### config.mk
export PLATFORM = sky130hd
export DESIGN_NAME = icb_arb2_outs
export DESIGN_NICKNAME = d
export VERILOG_FILES = /design/src/rtl/icb_arb2_outs.sv
export SDC_FILE = /design/constraint.sdc
export NUM_CORES = 1
export LEC_CHECK = 0
export CAP_MARGIN = 20
export CORE_AREA = 2 2 242 244
export DETAILED_ROUTE_END_ITERATION = 8
export DIE_AREA = 0 0 244 246
export DONT_BUFFER_PORTS = 1
export PLACE_DENSITY_LB_ADDON = 0.12
export SETUP_SLACK_MARGIN = 0.3
export SYNTH_ARGS = -nofsm -noshare
export SYNTH_HDL_FRONTEND = slang
export SYNTH_SLANG_ARGS = --single-unit
### constraint.sdc
create_clock -name clk -period 2.05 [get_ports clk]
set_input_delay 0.41 -clock clk [delete_from_list [all_inputs] [get_ports clk]]
set_output_delay 0.41 -clock clk [all_outputs]
set_load 0.02 [all_outputs]
### src/rtl/icb_arb2_outs.sv
// Two-master ICB arbiter: round-robin command grant with hold-until-accepted lock,
// in-order ID FIFO of granted masters, and combinational response routing.
module icb_arb2_outs #(
    parameter int AW   = 64,
    parameter int DW   = 64,
    parameter int OUTS = 4
) (
    input  logic                    clk,
    input  logic                    rst,
    input  logic [1:0]              m_icb_cmd_valid,
    output logic [1:0]              m_icb_cmd_ready,
    input  logic [2*AW-1:0]         m_icb_cmd_addr,
    input  logic [1:0]              m_icb_cmd_read,
    input  logic [2*DW-1:0]         m_icb_cmd_wdata,
    input  logic [2*(DW/8)-1:0]     m_icb_cmd_wmask,
    output logic [1:0]              m_icb_rsp_valid,
    input  logic [1:0]              m_icb_rsp_ready,
    output logic [2*DW-1:0]         m_icb_rsp_rdata,
    output logic [1:0]              m_icb_rsp_err,
    output logic                    s_icb_cmd_valid,
    input  logic                    s_icb_cmd_ready,
    output logic [AW-1:0]           s_icb_cmd_addr,
    output logic                    s_icb_cmd_read,
    output logic [DW-1:0]           s_icb_cmd_wdata,
    output logic [DW/8-1:0]         s_icb_cmd_wmask,
    input  logic                    s_icb_rsp_valid,
    output logic                    s_icb_rsp_ready,
    input  logic [DW-1:0]           s_icb_rsp_rdata,
    input  logic                    s_icb_rsp_err,
    output logic [$clog2(OUTS):0]   outs_cnt
);
    localparam int PW = $clog2(OUTS);
    localparam int CW = PW + 1;
    localparam int MW = DW / 8;

    logic          rr_ptr_reg;
    logic          lock_reg;
    logic          lock_id_reg;
    logic [PW-1:0] wr_ptr_reg;
    logic [PW-1:0] rd_ptr_reg;
    logic [CW-1:0] cnt_reg;
    logic          id_mem [OUTS];

    logic grant;
    logic full;
    logic empty;
    logic head;
    logic push;
    logic pop;

    // A pending (unaccepted) command keeps its grant so nothing switches mid-handshake.
    always_comb begin
        grant = rr_ptr_reg;
        if (lock_reg)
            grant = lock_id_reg;
        else if (m_icb_cmd_valid == 2'b01)
            grant = 1'b0;
        else if (m_icb_cmd_valid == 2'b10)
            grant = 1'b1;
    end

    assign full  = (cnt_reg == CW'(OUTS));
    assign empty = (cnt_reg == '0);
    assign head  = id_mem[rd_ptr_reg];

    assign s_icb_cmd_valid = (|m_icb_cmd_valid) & ~full & ~rst;
    assign s_icb_cmd_addr  = grant ? m_icb_cmd_addr[AW +: AW]  : m_icb_cmd_addr[0 +: AW];
    assign s_icb_cmd_wdata = grant ? m_icb_cmd_wdata[DW +: DW] : m_icb_cmd_wdata[0 +: DW];
    assign s_icb_cmd_wmask = grant ? m_icb_cmd_wmask[MW +: MW] : m_icb_cmd_wmask[0 +: MW];
    assign s_icb_cmd_read  = m_icb_cmd_read[grant];

    assign s_icb_rsp_ready = ~empty & m_icb_rsp_ready[head];

    assign push = s_icb_cmd_valid & s_icb_cmd_ready;
    assign pop  = s_icb_rsp_valid & s_icb_rsp_ready;

    generate
        for (genvar gi = 0; gi < 2; gi++) begin : g_port
            assign m_icb_cmd_ready[gi]          = s_icb_cmd_ready & ~full & ~rst & (grant == 1'(gi));
            assign m_icb_rsp_valid[gi]          = s_icb_rsp_valid & ~empty & (head == 1'(gi));
            assign m_icb_rsp_rdata[gi*DW +: DW] = s_icb_rsp_rdata;
            assign m_icb_rsp_err[gi]            = s_icb_rsp_err;
        end
    endgenerate

    always_ff @(posedge clk or posedge rst) begin
        if (rst) begin
            rr_ptr_reg  <= 1'b0;
            lock_reg    <= 1'b0;
            lock_id_reg <= 1'b0;
            wr_ptr_reg  <= '0;
            rd_ptr_reg  <= '0;
            cnt_reg     <= '0;
        end else begin
            if (push) begin
                rr_ptr_reg <= ~grant;
                lock_reg   <= 1'b0;
                wr_ptr_reg <= wr_ptr_reg + 1'b1;
            end else if (s_icb_cmd_valid) begin
                lock_reg    <= 1'b1;
                lock_id_reg <= grant;
            end
            if (pop)
                rd_ptr_reg <= rd_ptr_reg + 1'b1;
            case ({push, pop})
                2'b10:   cnt_reg <= cnt_reg + 1'b1;
                2'b01:   cnt_reg <= cnt_reg - 1'b1;
                default: cnt_reg <= cnt_reg;
            endcase
        end
    end

    // Entries are only read while counted valid, so the ID storage needs no reset.
    always_ff @(posedge clk) begin
        if (push)
            id_mem[wr_ptr_reg] <= grant;
    end

    assign outs_cnt = cnt_reg;
endmodule

== After elaboration in Yosys (flattened, before gate mapping) ==
Memory sizes are Yosys's and may differ from the RTL's.
Index checks and enable logic that the tools add are counted.
Storage, ports and cells
  register bits after elaboration: 10
  RAM bits: 4
  input port bits: 347
  output and inout bits: 276
  logic and storage cells: 56
  memories: 1
Operators by class
  $add $sub $neg: 4
  $lt $le $gt $ge: 2
  equality and inequality tests: 5
  multiplexer cells: 15
  bitwise logic cells: 18
  reduce and logical (&&, ||, !) cells: 5
Memory list
  id_mem: depth 4, bits a word 1, read ports 1, clocked after Yosys merged registers in 0, write ports 1, RTL line 42  | logic id_mem [OUTS];
Operators by type and width (number)
  64-bit 2-to-1 mux: 2
  1-bit AND: 12
  1-bit 2-to-1 mux: 11
  8-bit 2-to-1 mux: 1
  1-bit inverter: 6
  3-bit one-hot mux with 2 select lines: 1
  2-bit by 1-bit adder with 2-bit output, second input constant: 2
  2-bit by 1-bit equality test with 1-bit output, second input constant: 2
  2-bit equality test, second input constant: 2
  1-bit by 2-bit < comparator with 1-bit output, second input constant: 2
  2-bit nonzero test: 2
  3-bit by 1-bit adder with 3-bit output, second input constant: 1
  3-bit equality test, second input constant: 1
  3-bit zero test: 1
  3-bit by 1-bit subtractor with 3-bit output, second input constant: 1
  2-bit AND reduction: 1
  2-bit OR reduction: 1

== Logic depth before layout (Yosys ltp) ==
  depth in word-level cells: 7
  depth in mapped cells: 11
  gate-level depth less buffers: 10

== Worst setup path before layout ==
OpenSTA, ideal clock, no wires.
  path kind: reg2reg
  start point: reg cnt_reg[0], in the netlist outs_cnt[0]
  end point: reg cnt_reg[2], in the netlist outs_cnt[2]
  library setup time: 0.135 ns
  arrival: 2.293 ns
  data required time: 1.915 ns
  setup slack: -0.377 ns
  stages on the path, launching flop included: 12
  path buffers: 1
  clock period less this slack: 2.427 ns
  cell sequence: dfrtp_1 nor2_1 a211oi_2 and2_0 buf_2 inv_1 ha_1 inv_1 fa_1 xor2_1 nor2_1 xor2_1
On the way
  word-level cells in the longest chain between the ends: 7
  elaborated cells between the ends (all ways): 15
  those cells by class: add/sub (2); eq/ne (3); mux (1); bitwise (7); reduce/logical (2)
Ends and longest elaborated chain
  from (decl): RTL line 41  | logic [CW-1:0] cnt_reg;
  from (signal assigned): RTL line 106  | 2'b10: cnt_reg <= cnt_reg + 1'b1;
  from (signal assigned): RTL line 107  | 2'b01: cnt_reg <= cnt_reg - 1'b1;
  from (signal assigned): RTL line 108  | default: cnt_reg <= cnt_reg;
  3-bit equality test *: RTL line 62  | assign full = (cnt_reg == CW'(OUTS));
  1-bit inverter *: RTL line 66  | assign s_icb_cmd_valid = (|m_icb_cmd_valid) & ~full & ~rst;
  1-bit AND * (2 in series): RTL line 66
  net s_icb_cmd_valid: RTL line 20  | output logic s_icb_cmd_valid,
  1-bit AND *: RTL line 74  | assign push = s_icb_cmd_valid & s_icb_cmd_ready;
  2-bit by 1-bit equality test with 1-bit output / 2-bit equality test (equally long branches): RTL line 105  | case ({push, pop})
  3-bit one-hot mux with 2 select lines / 2-bit nonzero test (equally long branches)
The timed path passes the listed nets; every way through them passes the cells marked *.
A chain may end at the register's enable or synchronous reset.

== Worst setup path in the final report ==
  start point: reg rr_ptr_reg
  end point: out s_icb_cmd_addr[10]
On the way
  word-level cells in the longest chain between the ends: 4
Ends and longest elaborated chain
  from (decl): RTL line 36  | logic rr_ptr_reg;
  from (signal assigned): RTL line 96  | rr_ptr_reg <= ~grant;
  1-bit 2-to-1 mux: RTL line 58  | else if (m_icb_cmd_valid == 2'b10)
  1-bit 2-to-1 mux: RTL line 56  | else if (m_icb_cmd_valid == 2'b01)
  1-bit 2-to-1 mux: RTL line 54  | if (lock_reg)
  64-bit 2-to-1 mux: RTL line 67  | assign s_icb_cmd_addr = grant ? m_icb_cmd_addr[AW +: AW] : m_icb_cmd_addr[0 +: AW];
  to (decl): RTL line 22  | output logic [AW-1:0] s_icb_cmd_addr,
Every way passes these cells.

==> summary.txt <==
Die
  • Die Width: roughly 240 microns
  • Die area: between 0.06 and 0.07 sq mm
  • Die Height: approximately 250 microns
  • Core ar.: roughly 0.057 sq mm
  • Rows: a little under 90
  • Initial Util: 6.00%
  • Number of top-level pins: between 600 and 700

Timing
  • Worst-Margin Slew: 0.548 ns
  • Clk_skew: around 0.0024 ns
  • Max-slew headroom: a little under two thirds
  • RSZ-0062 raised after global routing: yes
  • Setup ws final: -0.360 ns
  • Hold slack: 0.0973 ns
  • Final setup TNS: -39.51 ns
  • Minimum clock period: between 2 and 2.5 ns
  • Setup violators final: about 140
  • Fin. max-slew vios: 0
  • Fmax: roughly 410 MHz
  • Fin crit share: 118%
  • Hold Violations, Final: 0

Pwr
  • P per Cell Area: approximately 1700 mW/mm^2
  • Static leakage: 2.03 nW
  • Tot Pwr: ~8.6 mW
  • Maximum VDD drop: around 0.52 mV

Drt
  • 1st-iter DRT viols: 86
  • Total wire length: ~23,000 microns
  • DR DRC count: 0
  • DR vias: 2,456
  • Number of routed nets with antenna violations: 0
  • Drt pass-1 iters: 4
  • Via density: between 2 and 2.5
  • WL/cell: ~22 microns

Synth
  • Syn. warnings: 0
  • Cell variety after synth: 27
  • Synthesized area per cell: about 9.7 sq um
  • Seq/Total Area, Yosys: 10.8%
  • Syn Inst Count: between 300 and 400
  • Post-synthesis net count: slightly above 700
  • Synthesized flop and latch total: 14
  • Mapped Area: 0.00344 sq mm

GRT
  • Total GRT Usage: under 10%
  • First-pass GRT wire length: 25,200 microns
  • Largest net degree at the start of global routing: 15
  • Initial antenna violation count: 9
  • Vias in the first global route: approximately 2.5k
  • Total global routing overflow: 0

Cells and area
  • Non-filler cells, final: approximately 1.0k
  • Fillers: 6,569
  • Most frequent cells in the layout: 137 x mux2_4, 19 x buf_4, 17 x buf_6, 13 x buf_16, 10 x clkbuf_16
  • Final Util: under 10%
  • Share of cells above drive strength 1: approximately 83%
  • Nets: roughly 630
  • Biggest register: id_mem
  • Design Area, Final: 0.00505 sq mm
  • Max reg flops: 4
  • Leading cell type in the layout, fill and taps excluded: mux2_4
  • Area grow syn2layout: 46.7%

Placement
  • Gpl congestion: around 0.81
  • Dpl cell area: 0.00408 sq mm
  • Port bufs: 0
  • Setup WS pre-CTS: -0.697 ns
  • Detailed Place HPWL: about 18,000 microns
  • Placed cells: around 1,000

Clocking
  • Clock Path Buffers: 2
  • Clk slew on worst S/H paths: about 0.050 ns
  • H-tree depth: 1
  • CTS tree: yes
  • Clk sinks: 14
  • Cts hold-fix bufs: 0
  • TritonCTS Buffers: 3
  • Worst skew pair latency: roughly 0.24 ns
  • CTS root buf: clkbuf_16

Status
  • Failing checks: negative setup slack
  • Status: finished, violations left

Critical path
  • Worst reg2reg setup slack: -0.28 ns
  • Critical path data arrival time: roughly 2 ns
  • Critical path endpoint category: primary output
  • R2R Path End: outs_cnt[2]$_DFFE_PP0P_
  • Setup Crit Path Kind: flip-flop to primary output
  • CP max FO: 7
  • Reg2reg path depth: 11
  • Startpoint Class: flip-flop
  • Critical Path RT: 1.64 ns
  • Worst reg2reg startpoint: rd_ptr_reg[1]$_DFFE_PP0P_

Flow run
  • Max_cap viols: 0

Hold path
  • HP Class: input port to asynchronous set/reset pin
-- synth_stat cells (all sizes together) --
| cell type | count | area (sq um) |
|---|---|---|
| a211oi | 1 | 12.5 |
| a21oi | 1 | 5.00 |
| and2 | 1 | 6.26 |
| and3 | 4 | 25.0 |
| buf | 146 | 1110 |
| dfrtp | 10 | 250 |
| edfxtp | 4 | 120 |
| fa | 1 | 20.0 |
| ha | 5 | 62.6 |
| inv | 9 | 33.8 |
| maj3 | 1 | 11.3 |
| mux2 | 139 | 1570 |
| mux2i | 8 | 80.1 |
| nand2 | 2 | 7.51 |
| nand2b | 1 | 6.26 |
| nor2 | 9 | 33.8 |
| nor2b | 3 | 18.8 |
| nor3 | 1 | 5.00 |
| nor3b | 1 | 7.51 |
| o21ai | 2 | 13.8 |
| o31ai | 1 | 7.51 |
| xnor2 | 2 | 17.5 |
| xor2 | 3 | 26.3 |
-- what timing repair did --
item                                    4_1_cts  5_1_grt
endpoints found under the hold margin         0        0
buffers inserted                             14        7
resized for setup                            35       21
pin swaps                                     6        6
endpoints found under the setup margin      149      148
cloned                                       11        7
-- worst max-delay path: stages, from the launching register on --
cell and delay (ns):
dfrtp_1 0.31, inv_1 0.05, maj3_2 0.32, o21ai_4 0.15, buf_12 0.17, buf_12 0.14, buf_12 0.11, buf_16 0.14
mux2_4 0.35
-- area by class of cell --
class | instances | area (sq um) | area share, %
multi-input cells | 186 | 2560 | 50.7
repair buffers | 64 | 1020 | 20.2
clock inverters | 1 | 3.75 | 0.0743
well taps | 765 | 957 | 18.9
diodes | 6 | 15.0 | 0.297
flip-flops and latches | 14 | 375 | 7.43
inverters | 9 | 41.3 | 0.817
clock buffers | 3 | 75.1 | 1.49
-- power breakdown --
part | total, mW | switching [mW] | internal [mW]
clock network | 0.385 | 0.127 | 0.259
registers | 0.535 | 0.117 | 0.418
logic | 7.65 | 3.78 | 3.88
-- cells by family (layout without fill, tap and decap cells) --
| kind of cell | Yosys count | in the layout | share of synthesized area, % |
|---|---|---|---|
| AOI/OAI and AO/OA | 5 | 5 | 1.13 |
| xor gates and xnor gates | 5 | 5 | 1.27 |
| adders and majority gates | 7 | 7 | 2.72 |
| buffers and inverters | 155 | 77 | 33.2 |
| DFF | 14 | 14 | 10.8 |
| muxes | 147 | 147 | 47.8 |
| other | 0 | 6 | 0 |
| and+or+nand+nor | 22 | 22 | 3.20 |
-- per-layer routing --
layer	share of wire (%)	track usage (%)	vias up
li1	-	-	937
met1	35	6.89	1155
met2	47	9.40	330
met3	13	3.49	26
met4	4.6	4.34	8
met5	0.29	0.408	-
-- worst max-delay path by stage --
stage | startpoint | endpoint | slack (ns) | cells past startpoint
finish | rr_ptr_reg$_DFFE_PP0P_ | s_icb_cmd_addr[10] | -0.36 | 8
global route | rd_ptr_reg[1]$_DFFE_PP0P_ | outs_cnt[2]$_DFFE_PP0P_ | -0.47 | 11
CTS | rr_ptr_reg$_DFFE_PP0P_ | s_icb_cmd_wdata[14] | -0.39 | 7
detailed placement | m_icb_cmd_valid[1] | s_icb_cmd_wdata[14] | -0.70 | 6
global placement | m_icb_cmd_valid[1] | s_icb_cmd_wdata[14] | -0.63 | 6
floorplan | rd_ptr_reg[1]$_DFFE_PP0P_ | outs_cnt[2]$_DFFE_PP0P_ | -0.06 | 10
No activity file was read; power rests on OpenSTA's default activity.
